## src/rtl/pkg_dtypes.sv

```systemverilog
// Shared datatypes for the dispatch path: the instruction-queue entry and op classes.
package pkg_dtypes;

   localparam int unsigned NUM_OP_CLASSES = 4;

   typedef enum logic [1:0] {
      OpAlu    = 2'd0,
      OpMul    = 2'd1,
      OpMem    = 2'd2,
      OpBranch = 2'd3
   } type_op_class;

   typedef struct packed {
      logic [7:0] opcode;
      logic [5:0] rd;
      logic [5:0] rs1;
      logic [5:0] rs2;
      logic [5:0] tag;
   } type_iqueue_entry;

endpackage

```

## src/rtl/eu_rr_picker.sv

```systemverilog
// Combinational rotate-priority picker: first request at or after ptr_i (mod N) wins.
module eu_rr_picker #(
   parameter int unsigned N = 4,
   localparam int unsigned IW = (N > 1) ? $clog2(N) : 1
) (
   input  logic [N-1:0]  req_i,
   input  logic [IW-1:0] ptr_i,
   output logic [N-1:0]  gnt_o,
   output logic [IW-1:0] gnt_idx_o,
   output logic          any_o
);

   // Rotate so that bit 0 of req_rot is the request at ptr_i.
   logic [N-1:0] req_rot;
   assign req_rot = N'({req_i, req_i} >> ptr_i);

   int unsigned idx;

   // Scan the rotated vector from its low end and map the hit back to an EU index.
   always_comb begin
      gnt_o     = '0;
      gnt_idx_o = '0;
      any_o     = 1'b0;
      idx       = 0;
      for (int unsigned j = 0; j < N; j++) begin
         if (!any_o && req_rot[j]) begin
            any_o = 1'b1;
            idx   = int'(ptr_i) + j;
            if (idx >= N) idx = idx - N;
            gnt_idx_o        = IW'(idx);
            gnt_o[gnt_idx_o] = 1'b1;
         end
      end
   end

endmodule

```

## src/rtl/eu_dispatch_sched.sv

```systemverilog
// Dispatch scheduler: steers one decoded-instruction stream into NUM_EU exec-unit queues
// using per-EU credits and round-robin selection among class-capable EUs.
// Optional feature macro: EU_DISPATCH_PERF_EN adds dispatch/stall perf counters.
module eu_dispatch_sched
   import pkg_dtypes::*;
#(
   parameter int unsigned NUM_EU            = 4,
   parameter int unsigned LOG2_QUEUE_LENGTH = 4,
   parameter int unsigned NUM_CLASSES       = 4,
   parameter logic [NUM_EU*NUM_CLASSES-1:0] EU_CLASS_MASK = '1
) (
   input  logic                                       clk,
   input  logic                                       reset,
   input  type_iqueue_entry                           instr_i,
   input  logic [$clog2(NUM_CLASSES)-1:0]             instr_class_i,
   input  logic                                       instr_valid_i,
   output logic                                       instr_ready_o,
   output type_iqueue_entry                           eu_instr_o,
   output logic [NUM_EU-1:0]                          eu_valid_o,
   input  logic [NUM_EU-1:0]                          eu_pop_i,
   input  logic [NUM_EU-1:0]                          eu_full_i,
   output logic [NUM_EU*(LOG2_QUEUE_LENGTH+1)-1:0]    credit_o
`ifdef EU_DISPATCH_PERF_EN
   ,
   output logic [NUM_EU*32-1:0]                       perf_disp_cnt_o,
   output logic [31:0]                                perf_stall_cnt_o
`endif
);

   localparam int unsigned CW = LOG2_QUEUE_LENGTH + 1;
   localparam int unsigned PW = (NUM_EU > 1) ? $clog2(NUM_EU) : 1;
   localparam logic [CW-1:0] QDEPTH = {1'b1, {LOG2_QUEUE_LENGTH{1'b0}}};

   logic [NUM_EU-1:0][CW-1:0]          credit_q, credit_d;
   logic [NUM_EU-1:0][NUM_CLASSES-1:0] cls_row;
   logic [PW-1:0]                      rr_ptr_q, rr_ptr_d;
   logic [NUM_EU-1:0]                  elig, gnt, eu_valid_q;
   logic [PW-1:0]                      gnt_idx;
   logic                               any_elig, hs;
   type_iqueue_entry                   eu_instr_q;

   assign cls_row = EU_CLASS_MASK;

   // An EU is eligible when it can execute the class and still has a free slot.
   always_comb begin
      elig = '0;
      for (int unsigned e = 0; e < NUM_EU; e++) begin
         elig[e] = cls_row[e][instr_class_i] && (credit_q[e] != '0);
      end
   end

   eu_rr_picker #(
      .N (NUM_EU)
   ) u_picker (
      .req_i     (elig),
      .ptr_i     (rr_ptr_q),
      .gnt_o     (gnt),
      .gnt_idx_o (gnt_idx),
      .any_o     (any_elig)
   );

   assign instr_ready_o = any_elig & ~reset;
   assign hs            = instr_valid_i & instr_ready_o;
   assign rr_ptr_d      = (gnt_idx == PW'(NUM_EU - 1)) ? '0 : gnt_idx + 1'b1;

   // Credits are charged at the handshake so the output register can never overrun a queue.
   always_comb begin
      credit_d = credit_q;
      for (int unsigned e = 0; e < NUM_EU; e++) begin
         if (hs && gnt[e]) credit_d[e] = credit_d[e] - 1'b1;
         if (eu_pop_i[e])  credit_d[e] = credit_d[e] + 1'b1;
      end
   end

   // Credit array, round-robin pointer and the one-entry output register.
   always_ff @(posedge clk) begin
      if (reset) begin
         credit_q   <= {NUM_EU{QDEPTH}};
         rr_ptr_q   <= '0;
         eu_valid_q <= '0;
         eu_instr_q <= '0;
      end else begin
         credit_q   <= credit_d;
         eu_valid_q <= hs ? gnt : '0;
         if (hs) begin
            rr_ptr_q   <= rr_ptr_d;
            eu_instr_q <= instr_i;
         end
      end
   end

   assign eu_valid_o = eu_valid_q;
   assign eu_instr_o = eu_instr_q;
   assign credit_o   = credit_q;

`ifdef EU_DISPATCH_PERF_EN
   logic [NUM_EU-1:0][31:0] perf_disp_q;
   logic [31:0]             perf_stall_q;

   // Free-running wrap-around counters of dispatches per EU and stalled valid cycles.
   always_ff @(posedge clk) begin
      if (reset) begin
         perf_disp_q  <= '0;
         perf_stall_q <= '0;
      end else begin
         for (int unsigned e = 0; e < NUM_EU; e++) begin
            if (hs && gnt[e]) perf_disp_q[e] <= perf_disp_q[e] + 1'b1;
         end
         if (instr_valid_i && !instr_ready_o) perf_stall_q <= perf_stall_q + 1'b1;
      end
   end

   assign perf_disp_cnt_o  = perf_disp_q;
   assign perf_stall_cnt_o = perf_stall_q;
`endif

`ifndef SYNTHESIS
   for (genvar e = 0; e < NUM_EU; e++) begin : g_chk
      // A credit above the queue depth also catches a wrapped underflow.
      a_credit_range: assert property (@(posedge clk) disable iff (reset)
         credit_q[e] <= QDEPTH);
      a_no_underflow: assert property (@(posedge clk) disable iff (reset)
         !(hs && gnt[e] && credit_q[e] == '0));
      a_no_write_full: assert property (@(posedge clk) disable iff (reset)
         !(eu_valid_o[e] && eu_full_i[e]));
   end
   a_valid_onehot0: assert property (@(posedge clk) disable iff (reset)
      $onehot0(eu_valid_o));
`endif

endmodule

```

## config.mk

```make
export PLATFORM = sky130hd
export DESIGN_NAME = eu_dispatch_sched
export DESIGN_NICKNAME = d
export VERILOG_FILES = /design/src/rtl/pkg_dtypes.sv /design/src/rtl/eu_rr_picker.sv /design/src/rtl/eu_dispatch_sched.sv
export SDC_FILE = /design/constraint.sdc
export NUM_CORES = 1
export LEC_CHECK = 0
export BUFFER_PORTS_ARGS = -buffer_cell sky130_fd_sc_hd__buf_2
export CAP_MARGIN = 20
export CORE_ASPECT_RATIO = 0.75
export CORE_UTILIZATION = 56
export CTS_CLUSTER_DIAMETER = 60
export DETAILED_ROUTE_END_ITERATION = 10
export MAX_ROUTING_LAYER = met4
export PLACE_DENSITY = 0.84
export SLEW_MARGIN = 40
export SYNTH_ARGS = -nofsm -noshare
export SYNTH_HDL_FRONTEND = slang
export SYNTH_SLANG_ARGS = --single-unit
```

## constraint.sdc

```tcl
create_clock -name clk -period 5 [get_ports clk]
set_input_delay 0.25 -clock clk [delete_from_list [all_inputs] [get_ports clk]]
set_output_delay 0.25 -clock clk [all_outputs]
set_load 0.02 [all_outputs]
```

==> results.py <==
metrics = {
    "status": {
        "outcome": "finished, final reports clean",
    },
    "cells_and_area": {
        "nNetsFinal": 599,
        "diodes": 0,
        "area_delta_synth_final_pct": 20.7,
        "fillers": 479,
        "final_cells": 623,
        "drive_gt1_frac": 0.239,
        "fin_area_um2": 4180,
    },
    "worst_hold_path": {
        "hold_class": "input port to register",
        "whs_path_depth": 3,
    },
    "floorplan": {
        "chipHeight_um": 70.1,
        "dieArea_um2": 6510,
        "boundaryPins": 102,
        "start_util": 0.589,
        "fp-row-count": 24,
        "core_um2": 5890,
        "die_width_um": 92.8,
    },
    "global_routing": {
        "gr-total-overflow": 0,
        "grt_usage": 0.313,
        "grt_pass1_vias": 3378,
        "antenna_found_initial": 0,
        "grt_max_degree": 38,
        "grt_pass1_wl_um": 15900,
    },
    "flow_run": {
        "cap_violations": 0,
    },
    "route": {
        "remaining_drc_errors": 0,
        "drt_first_pass_iters": 5,
        "via_per_inst": 5.96,
        "ant_nets": 0,
        "wl_per_cell_um": 15.5,
        "dr_total_vias": 3712,
        "wl_um": 9650,
        "drt_first_iter_violations": 303,
    },
    "worst_setup_path": {
        "cpPeakStageDelay_ns": 0.67,
        "crit_slowest_cell": "nor4b_2",
        "end_kind": "register",
        "crit_arrival_ns": 4.17,
        "worstPathCellList": "inv_1 -> ha_1 -> nor4b_2 -> a41oi_1 -> and2_1 -> and4_1 -> nor3_1 -> xor2_1 -> a21oi_1 -> nor2b_1 -> mux2i_1",
        "critPathKind": "register to register",
        "cp_num_buf_inv": 1,
        "setup.worst_path.start_class": "register",
        "reg2regPathDepth": 11,
        "worstPathMaxFanout": 16,
        "crit_cells": 11,
        "cp.required_ns": 5.27,
        "crit_family": "simple AND/OR/NAND/NOR gates",
    },
    "clocking": {
        "hold_buffers": 0,
        "cts_resized": 0,
        "cts_buffer_depth": 2,
        "worstSkewPairLatency_ns": 0.34,
        "cts_root_buf": "clkbuf_8",
        "htree_levels": 3,
        "numClockSinks": 58,
        "cts_setup_buffers": 0,
        "cts.clk_slew.worst_paths_ns": 0.07,
        "numCtsBuffers": 9,
        "tritoncts": "yes",
    },
    "place": {
        "gp_congestion": 0.930,
        "portBuffers": 95,
        "place_inst": 607,
        "dpl_cell_area_um2": 3960,
        "dp_hpwl_um": 6830,
        "place_ws_ns": 1.27,
    },
    "timing": {
        "rsz0062_at_grt": "false",
        "setup_viol": 0,
        "min_period_over_period": 0.779,
        "worst_slack_ns": 1.10,
        "max_freq_mhz": 257,
        "worst_slew_pin_slew_ns": 0.810,
        "slew_headroom": 0.459,
        "hold_viol_final": 0,
        "whs_ns": 0.0892,
        "final_max_slew_viol_count": 0,
        "finClkSkew_ns": 0.0122,
        "fin_crit_ns": 3.90,
        "finalSetupTns_ns": 0,
    },
    "power_and_ir_drop": {
        "p_sw_w": 0.000508,
        "p_per_area_nw_per_um2": 351,
        "vdd_drop_max_v": 0.000227,
        "pwr-share-comb": 0.283,
        "seq_power_share": 0.387,
        "p_int_w": 0.000962,
        "leakagePower_nw": 1.89,
        "power_frac_clock": 0.330,
        "swShare": 0.345,
    },
    "synthesis": {
        "synth.top_cell.area_share": 0.335,
        "synth_seq_cells": 58,
        "synth_ff_type": "dfxtp_1",
        "yosysWarningCount": 0,
        "synth-edff-count": 0,
        "ys_async_sr_fraction": 0,
        "avgSynthCellArea_um2": 7.65,
        "synthCells": 453,
        "synth_area_leader_cell": "dfxtp_1",
        "synth_area_leaders": "dfxtp_1 34%, nand2_1 10%, nand3_1 6.2%",
        "netlist_area_um2": 3470,
        "syn_nets": 512,
        "synth-seq-area-share": 0.335,
        "synth_cell_types": 55,
    },
}
cells in the final DEF (no fill, tap or decap), types with 3 or more instances in the layout:
master | netlist | layout
nor2_1 | 21 | 21
buf_2 | 0 | 95
o211ai_1 | 10 | 10
nor4_1 | 13 | 13
ha_1 | 14 | 14
a21oi_1 | 19 | 19
a31oi_1 | 7 | 7
nor3_1 | 21 | 21
nand2_1 | 94 | 94
or3_1 | 5 | 5
a211oi_1 | 8 | 8
o21bai_1 | 3 | 3
inv_1 | 14 | 14
and3_1 | 5 | 5
nor4b_2 | 3 | 3
xor2_1 | 16 | 16
nand3_1 | 43 | 43
dfxtp_1 | 58 | 57
nor2b_1 | 3 | 3
and2_1 | 3 | 3
o21ai_0 | 19 | 19
xnor2_1 | 11 | 11
buf_4 | 0 | 3
clkbuf_8 | 0 | 10
o31a_1 | 3 | 3
power groups by stage:
stage / Clock (W) / Sequential (W) / Combinational (W)
global route: 0.000512 / 0.000576 / 0.000453
finish: 0.000484 / 0.000569 / 0.000416
floorplan: 0 / 0.000610 / 0.000251
detailed placement: 0 / 0.000576 / 0.000406
global placement: 0 / 0.000573 / 0.000392
CTS: 0.000491 / 0.000567 / 0.000410
per-stage QoR:
stage,util,power (W)
6_report,0.711,0.00147
3_3_place_gp,0.673,0.000965
3_5_place_dp,0.673,0.000982
2_1_floorplan,-,0.000861
4_1_cts,0.711,0.00147
5_1_grt,0.711,0.00154
registers in the layout (all words and copies together), names as in the netlist:
register    flops
eu_instr_o     32
rr_ptr_q        2
eu_valid_o      4
credit_o       20
worst register-to-register path, cell delays in order, from the launching register on:
cell and delay (ns):
dfxtp_1 0.33, inv_1 0.13, ha_1 0.20, nor4b_2 0.67, a41oi_1 0.51, and2_1 0.50, and4_1 0.29, nor3_1 0.35
xor2_1 0.15, a21oi_1 0.29, nor2b_1 0.22, mux2i_1 0.19
Yosys cell counts, drive strengths merged, types with 2 or more instances:
cell,n
xor2,16
inv,15
nor2,21
nor4b,4
or4b,4
nor3b,2
nor4,13
o31a,3
o21bai,3
mux2i,2
o21a,2
buf,3
a31oi,7
nand3,44
o21ba,2
nand2,95
o211ai,10
ha,14
and4,2
nor2b,3
dfxtp,58
xnor2,11
or3,5
clkbuf,19
o21ai,20
and2,5
a211oi,8
and3,6
a21oi,19
nor3,21
clkinv,2
path summary, 6_finish.rpt:
kind | startpoint | to | slack (ns)
setup reg to reg | credit_o[1] | credit_o[19] | 1.10
setup / recovery | credit_o[1] | credit_o[19] | 1.10
hold / removal | instr_i[10] | eu_instr_o[10] | 0.09
hold reg to reg | eu_instr_o[10] | eu_instr_o[10] | 0.45
kinds of logic after synthesis:
group           synth area share
xor+xnor                  0.0682
simple gates               0.333
compound gates             0.155
mux                       0.0123
flops                      0.335
fa+ha+maj                 0.0505
buf+inv                   0.0466
metal layers:
layer	vias up	global-route usage	share of wire
met1	1720	0.391	0.43
met4	0	0.111	0.019
met3	23	0.0969	0.088
met5	-	-	0
li1	1782	-	-
met2	187	0.480	0.46
cell type report:
type	instances	area (µm²)	share of cell area
multi-input combinational	356	2140	0.512
sequential	58	1160	0.278
timing repair buffer	98	498	0.119
clock inverter	5	77.6	0.0185
clock buffer	11	141	0.0338
tap	78	97.6	0.0233
inverter	17	63.8	0.0153
No activity file was read; power rests on OpenSTA's default activity.
